### config.mk
export PLATFORM = sky130hd
export DESIGN_NAME = serial_adder_flat
export DESIGN_NICKNAME = d
export VERILOG_FILES = /design/src/rtl/serial_adder_pkg.sv /design/src/rtl/serial_adder_if.sv /design/src/rtl/full_adder_cell.sv /design/src/rtl/serial_adder.sv /design/src/flat_wrapper.sv
export SDC_FILE = /design/constraint.sdc
export NUM_CORES = 1
export LEC_CHECK = 0
export CAP_MARGIN = 20
export CORE_MARGIN = 2
export CORE_UTILIZATION = 49
export CTS_CLUSTER_DIAMETER = 80
export DETAILED_ROUTE_END_ITERATION = 16
export HOLD_SLACK_MARGIN = 0.02
export PLACE_DENSITY = 0.83
export SLEW_MARGIN = 20
export SYNTH_ARGS = -nofsm -noshare
export SYNTH_HDL_FRONTEND = slang
export SYNTH_SLANG_ARGS = --single-unit
### constraint.sdc
create_clock -name clk -period 1.5 [get_ports clk]
set_input_delay 0.225 -clock clk [delete_from_list [all_inputs] [get_ports clk]]
set_output_delay 0.225 -clock clk [all_outputs]
set_load 0.02 [all_outputs]
### src/rtl/serial_adder_pkg.sv
// serial_adder shared types and constants.
// Imported by the serial adder top and its handshake interface users.
package serial_adder_pkg;

  typedef enum logic [1:0] {
    IDLE = 2'd0,
    RUN  = 2'd1,
    DONE = 2'd2
  } state_t;

  localparam int MAX_WIDTH = 64;

  // Bit counter must hold WIDTH-1 but never collapse to zero bits.
  function automatic int cnt_width(input int w);
    return (w > 1) ? $clog2(w) : 1;
  endfunction

endpackage

### src/rtl/serial_adder_if.sv
// Start/busy/done operand and result bundle for serial_adder.
// master drives operands, slave returns registered results.
interface serial_adder_if #(
  parameter int WIDTH = 8
);

  logic             start;
  logic [WIDTH-1:0] a;
  logic [WIDTH-1:0] b;
  logic             cin;
  logic             busy;
  logic             done;
  logic [WIDTH-1:0] s;
  logic             c;

  modport master (
    output start,
    output a,
    output b,
    output cin,
    input  busy,
    input  done,
    input  s,
    input  c
  );

  modport slave (
    input  start,
    input  a,
    input  b,
    input  cin,
    output busy,
    output done,
    output s,
    output c
  );

endinterface

### src/rtl/full_adder_cell.sv
// One-bit full adder built from two half-adder stages.
// Shared by serial and ripple adder blocks.
module full_adder_cell (
  input  logic a,
  input  logic b,
  input  logic ci,
  output logic s,
  output logic co
);

  logic s1;
  logic c1;
  logic c2;

  assign s1 = a ^ b;
  assign c1 = a & b;

  assign s  = s1 ^ ci;
  assign c2 = s1 & ci;

  assign co = c1 | c2;

endmodule

### src/rtl/serial_adder.sv
// Bit-serial WIDTH-bit adder, LSB first, one bit per clock.
// Results register on the completion edge and hold until the next one.
module serial_adder
  import serial_adder_pkg::*;
#(
  parameter int WIDTH = 8
) (
  input  logic           clk,
  input  logic           rst,
  serial_adder_if.slave  bus
);

  localparam int CW = cnt_width(WIDTH);

  state_t           state;
  logic [WIDTH-1:0] sh_a;
  logic [WIDTH-1:0] sh_b;
  logic [WIDTH-1:0] sh_s;
  logic             carry;
  logic [CW-1:0]    cnt;
  logic             busy_q;
  logic             done_q;
  logic [WIDTH-1:0] s_q;
  logic             c_q;

  logic             fa_s;
  logic             fa_co;
  logic [WIDTH-1:0] sum_next;
  logic             last;
  logic             accept;

  full_adder_cell u_fa (
    .a  (sh_a[0]),
    .b  (sh_b[0]),
    .ci (carry),
    .s  (fa_s),
    .co (fa_co)
  );

  // New sum bit enters at the MSB so the word is aligned after WIDTH shifts.
  always_comb begin
    sum_next = sh_s >> 1;
    sum_next[WIDTH-1] = fa_s;
  end

  assign last   = (cnt == CW'(WIDTH - 1));
  assign accept = bus.start &&
                  ((state == IDLE) || (state == DONE));

  always_ff @(posedge clk or posedge rst) begin
    if (rst) begin
      state  <= IDLE;
      sh_a   <= '0;
      sh_b   <= '0;
      sh_s   <= '0;
      carry  <= 1'b0;
      cnt    <= '0;
      busy_q <= 1'b0;
      done_q <= 1'b0;
      s_q    <= '0;
      c_q    <= 1'b0;
    end else begin
      unique case (state)
        IDLE, DONE: begin
          done_q <= 1'b0;
          if (accept) begin
            sh_a   <= bus.a;
            sh_b   <= bus.b;
            sh_s   <= '0;
            carry  <= bus.cin;
            cnt    <= '0;
            busy_q <= 1'b1;
            state  <= RUN;
          end else begin
            state  <= IDLE;
          end
        end
        RUN: begin
          sh_a  <= sh_a >> 1;
          sh_b  <= sh_b >> 1;
          sh_s  <= sum_next;
          carry <= fa_co;
          cnt   <= cnt + 1'b1;
          if (last) begin
            s_q    <= sum_next;
            c_q    <= fa_co;
            busy_q <= 1'b0;
            done_q <= 1'b1;
            state  <= DONE;
          end
        end
        default: begin
          busy_q <= 1'b0;
          done_q <= 1'b0;
          state  <= IDLE;
        end
      endcase
    end
  end

  assign bus.busy = busy_q;
  assign bus.done = done_q;
  assign bus.s    = s_q;
  assign bus.c    = c_q;

endmodule

### src/flat_wrapper.sv
// flat-port wrapper written by rule: the top's interface ports become plain ports
module serial_adder_flat import serial_adder_pkg::*;
#(
  parameter int WIDTH = 8
)
  (clk, rst, bus_start, bus_a, bus_b, bus_cin, bus_busy, bus_done, bus_s, bus_c);
  serial_adder_if #(.WIDTH(WIDTH)) bus_i ();
  input  logic clk;
  input  logic rst;
  input wire logic [$bits(bus_i.start)-1:0] bus_start;
  input wire logic [$bits(bus_i.a)-1:0] bus_a;
  input wire logic [$bits(bus_i.b)-1:0] bus_b;
  input wire logic [$bits(bus_i.cin)-1:0] bus_cin;
  output wire logic [$bits(bus_i.busy)-1:0] bus_busy;
  output wire logic [$bits(bus_i.done)-1:0] bus_done;
  output wire logic [$bits(bus_i.s)-1:0] bus_s;
  output wire logic [$bits(bus_i.c)-1:0] bus_c;
  assign bus_i.start = bus_start;
  assign bus_i.a = bus_a;
  assign bus_i.b = bus_b;
  assign bus_i.cin = bus_cin;
  assign bus_busy = bus_i.busy;
  assign bus_done = bus_i.done;
  assign bus_s = bus_i.s;
  assign bus_c = bus_i.c;
  serial_adder #(.WIDTH(WIDTH)) u_core (.clk(clk), .rst(rst), .bus(bus_i));
endmodule
-- After elaboration in Yosys (flattened, before gate mapping)
Cells that the tools add are included.
- memories kept: 0
- register bits: 41
- latch bits: 0
- RAM bits: 0
- ROM bits: 0
- $mul: 0
- add/subtract/negate cells: 1
- muxes and demuxes: 18
- bitwise logic cells: 5
- shift-type cells: 0
- equal/unequal tests: 5
- reductions and logical operators: 8
- $lt $le $gt $ge: 0
- divide/modulo/power cells: 0
- operators with widths (operator ; count):
    $pmux W8 S2 ; 3
    $mux W8 ; 3
    $mux W1 ; 6
    $pmux W3 S2 ; 1
    $reduce_and A2 Y1 ; 3
    $ne A2 B1 Y1 const B ; 2
    $pmux W1 S2 ; 2
    $pmux W2 S2 ; 1
    $add A3 B1 Y3 const B ; 1
    $eq A3 B3 Y1 const B ; 1
    $mux W3 ; 1
    $and A1 B1 Y1 ; 2
    $eq A2 B1 Y1 const B ; 1
    $eq A2 B2 Y1 const B ; 1
    $logic_not A2 Y1 ; 1
    $mux W2 ; 1
    $reduce_bool A2 Y1 ; 1
    $reduce_or A2 Y1 ; 1
    $xor A1 B1 Y1 ; 2
    $logic_and A1 B1 Y1 ; 1
    $logic_or A1 B1 Y1 ; 1
    $or A1 B1 Y1 ; 1

-- Logic depth before layout (Yosys ltp)
- word-level depth: 5
- gate-level depth with buffers: 5

-- Cells and area by module
Synthesis repeated with hierarchy kept, for this count alone.
- cell total of the unflattened synthesis: 145
- area, all modules: 1759.2 um^2
- by module, submodules not included (module ; times used ; area an instance (um^2) ; cells an instance ; seq. area each (um^2)):
    serial_adder ; 1 ; 1739.2 ; 144 ; 975.9
    full_adder_cell ; 1 ; 20.0 ; 1 ; 0.0

-- Worst setup path before layout
Ideal clock, no wire load.
- kind: register -> register
- from: register u_core.cnt[0]
- to: register u_core.c_q, in the netlist u_core.bus.c
- library setup time: 125 ps
- stages on the path, launching flop included: 5
- path slack: 115 ps
- data arrival time: 1260 ps
- buffers on the path: 0
- cells stage by stage: dfrtp_1 > ha_1 > ha_1 > nand2_2 > mux2_2
- longest elaborated chain between the ends: 2
- RTL lines (what ; line ; text):
    from (decl) ; serial_adder.sv:20 ; logic [CW-1:0] cnt;
    from (signal assigned) ; serial_adder.sv:83 ; cnt <= cnt + 1'b1;
    $eq A3 B3 Y1 ; serial_adder.sv:46 ; assign last = (cnt == CW'(WIDTH - 1));
    $reduce_and A2 Y1 (no line) ; - ;
    to (signal assigned) ; serial_adder.sv:86 ; c_q <= fa_co;
    to (decl) ; serial_adder.sv:24 ; logic c_q;
Every way passes these cells.
A chain may end at the register's enable or synchronous reset.

-- Worst setup path after layout
Ends and elaborated chain as after synthesis.

==> flow_summary.json <==
{
  "dr.pass1.iters": 4,
  "timing.final.hold_violations": 0,
  "floorplan.die.height_microns": 61.75,
  "clock-root-buffer": "clkbuf_4",
  "cts.hold.buffers_added": 0,
  "num_antenna_cells": 0,
  "synth-edff-count": 0,
  "pre_cts_ws_ns": -0.02986,
  "crit-reg2reg-launch": "u_core.cnt[0]$_DFFE_PP0P_",
  "row_count": 20,
  "ioPinCount": 31,
  "fp.dieW_microns": 61.75,
  "via_per_inst": 5.591,
  "grt_first_pass_wirelength_microns": 5533,
  "worstSkewPairLatency_ns": 0.36,
  "synthArstFlopShare_pct": 100.0,
  "clock.fmax_mhz": 703.5,
  "synthesis.nets": 159,
  "final.period_utilization_pct": 94.76,
  "max_slew.worst_pin.slew_ns": 0.3662,
  "postSynthAreaPerCell_sq_um": 12.02,
  "netlist_instances": 136,
  "route.detailed.drc": 0,
  "cp-end-kind": "flop",
  "ant_nets_after_route": 0,
  "cts.clk_slew.worst_paths_ns": 0.12,
  "track_usage_pct": 20.33,
  "gp_congestion": 0.7653,
  "synth_seq_area_share_pct": 59.72,
  "port-buffer-count": 30,
  "reg2regPathDepth": 4,
  "drv_cap": 0,
  "design.die.area_sq_um": 3812,
  "tritoncts_clock_tree": "done",
  "placeableCoreArea_sq_um": 3103,
  "place.detailed.instances": 212,
  "final_wl_microns": 3337,
  "utilization_pct": 68.47,
  "setup-violations-final": 0,
  "synth_top_flop_cell": "dfrtp_1",
  "critical_path.startpoint_type": "flop",
  "timing.critical_path.fanout_max": 10,
  "outcome": "finished, final reports clean",
  "via_count_of_the_first_global_routing_pass": 1230,
  "detail_route.wl_per_cell_microns": 15.17,
  "cts-root-to-sink-buffers": 2,
  "ys_warn_count": 0,
  "worst-r2r-setup-slack_ns": 0.08,
  "final.setup_skew_ns": 0.008048,
  "postCtsSetupRepairBufs": 0,
  "vdd.ir_drop.worst_uv": 1016,
  "grt_overflow": 0,
  "cts_sinks": 39,
  "layout_nets": 198,
  "worst-setup-path-type": "reg -> reg",
  "fillCellCount": 263,
  "rsz0062_at_grt": "no",
  "numCtsBuffers": 5,
  "count_of_state_elements_after_synthesis": 39,
  "htreeDepth": 2,
  "final_layout_size_suffix_gt1_share_pct": 18.75,
  "post-layout-total-power_w": 0.004391,
  "place_hpwl_microns": 2275,
  "worstPathArrival_ns": 1.67,
  "period_needed_ns": 1.421,
  "synth_cell_type_count": 23,
  "reg2reg_to": "u_core.bus.c$_DFFE_PP0P_",
  "required_ns": 1.75,
  "synth.cell_area_sq_um": 1634,
  "min_path_type": "in -> async",
  "antenna_found_initial": 0,
  "final_max_slew_viol_count": 0,
  "flow.area_growth_from_synthesis_pct": 30.02,
  "pwr_density_cell_nw_per_um2": 2067,
  "final_cells": 220,
  "grt_max_degree": 40,
  "dr.first_iter.drc_count": 54,
  "timing.max_slew.rel_slack_pct": 75.56,
  "vias": 1230,
  "power.leakage_nw": 0.9687,
  "layout_setup_ws_ns": 0.07854,
  "floorplan.initialDensity_pct": 52.66
}
power breakdown:
| group | leakage, nW | switching [W] | internal [W] |
|---|---|---|---|
| sequential | 0.478 | 0.000316 | 0.00153 |
| clock | 0.0452 | 0.000367 | 0.000351 |
| combinational | 0.445 | 0.000944 | 0.000883 |
state kept, by name, indices dropped and copies added, names as in the netlist, 3 cells and up:
signal        cells
u_core.sh_b       8
u_core.sh_a       8
u_core.cnt        3
u_core.bus.s      8
u_core.sh_s       7
per-stage QoR:
step | setup TNS (ns) | hold slack (ns) | cell area [sq um]
detailed placement | -0.2223 | 0.4770 | 2047
floorplan | 0 | 0.3649 | 1634
global route | 0 | 0.2137 | 2125
CTS | 0 | 0.2015 | 2120
finish | 0 | 0.1935 | 2125
global placement | -0.1410 | 0.4725 | 2047
critical path, cell delays in order (launching register included):
cell     delay, ns
dfrtp_1       0.42
ha_1          0.22
ha_2          0.20
nand2_4       0.13
mux2_2        0.35
cells by family (layout without fill, tap and decap cells):
group	Yosys count	count (layout)	share of synthesized area, %
buffers and inverters	10	50	3.063
adder cells (fa/ha/maj)	3	3	2.756
multiplexers	14	14	9.342
AO/OA/AOI/OAI	32	32	13.48
flip-flops	39	39	59.72
AND/OR/NAND/NOR	38	38	11.64
cell usage in the layout (no fill, tap or decap), types with 2 or more instances in the layout:
cell             Yosys  final
a211oi_1             3      3
a21oi_1              3      3
a22o_1              10     10
buf_12               0      2
buf_4                2      8
clkbuf_4             0      5
clkdlybuf4s50_1      0     19
dfrtp_1             39     39
dlygate4sd2_1        0     11
inv_1                2      2
mux2_2              10     10
mux2i_1              4      4
nand2_1              2      2
nand3_1              2      2
nor2_1              13     13
nor2b_1              4      4
nor3_1              12     12
o21ai_0              4      4
o22ai_1             12     12
final cells by class:
class	count	area (sq um)	area share [%]
flip-flops and latches	39	975.9	45.94
multi-input cells	87	618.1	29.09
repair buffers	40	386.6	18.20
well taps	44	55.05	2.591
clock inverters	3	43.79	2.061
clock buffers	5	37.54	1.767
inverters	2	7.507	0.3534
synthesized netlist by cell type (all sizes together) (3+ instances only):
cell / instances / area, sq um
a211oi: 3 / 22.52
a21oi: 3 / 15.01
a22o: 10 / 87.58
buf: 6 / 35.03
dfrtp: 39 / 975.9
mux2: 10 / 112.6
mux2i: 4 / 40.04
nand2: 3 / 13.77
nor2: 14 / 55.06
nor2b: 5 / 38.78
nor3: 12 / 60.06
o21ai: 4 / 20.02
o22ai: 12 / 75.07
routing by layer:
| metal | track usage, % | wire, microns | vias to the layer above |
|---|---|---|---|
| met5 | 0 | 0 | - |
| met4 | 9.119 | 50 | 0 |
| met3 | 4.348 | 163 | 6 |
| met2 | 34.44 | 1693 | 37 |
| met1 | 25.10 | 1430 | 617 |
| li1 | - | - | 570 |
repair_timing:
action	4_1_cts	5_1_grt
setup endpoints to repair	20	6
cloned	0	0
gates resized for setup	12	2
pin swaps	0	0
how the worst max path moves through the flow:
| stage | depth (start not counted) | to | start | slack, ns |
|---|---|---|---|---|
| finish | 4 | u_core.bus.c$_DFFE_PP0P_ | u_core.cnt[0]$_DFFE_PP0P_ | 0.08 |
| global route | 5 | u_core.sh_s[7]$_DFFE_PP0P_ | u_core.bus.done$_DFFE_PP0P_ | 0.004 |
| CTS | 4 | u_core.bus.s[7]$_DFFE_PP0P_ | u_core.cnt[0]$_DFFE_PP0P_ | 0.03 |
| detailed placement | 4 | u_core.sh_s[5]$_DFFE_PP0P_ | bus_start | -0.03 |
| global placement | 4 | u_core.sh_s[1]$_DFFE_PP0P_ | bus_start | -0.02 |
| floorplan | 4 | u_core.bus.c$_DFFE_PP0P_ | u_core.cnt[0]$_DFFE_PP0P_ | 0.11 |
Note: power is estimated with default switching activity, not from simulation.
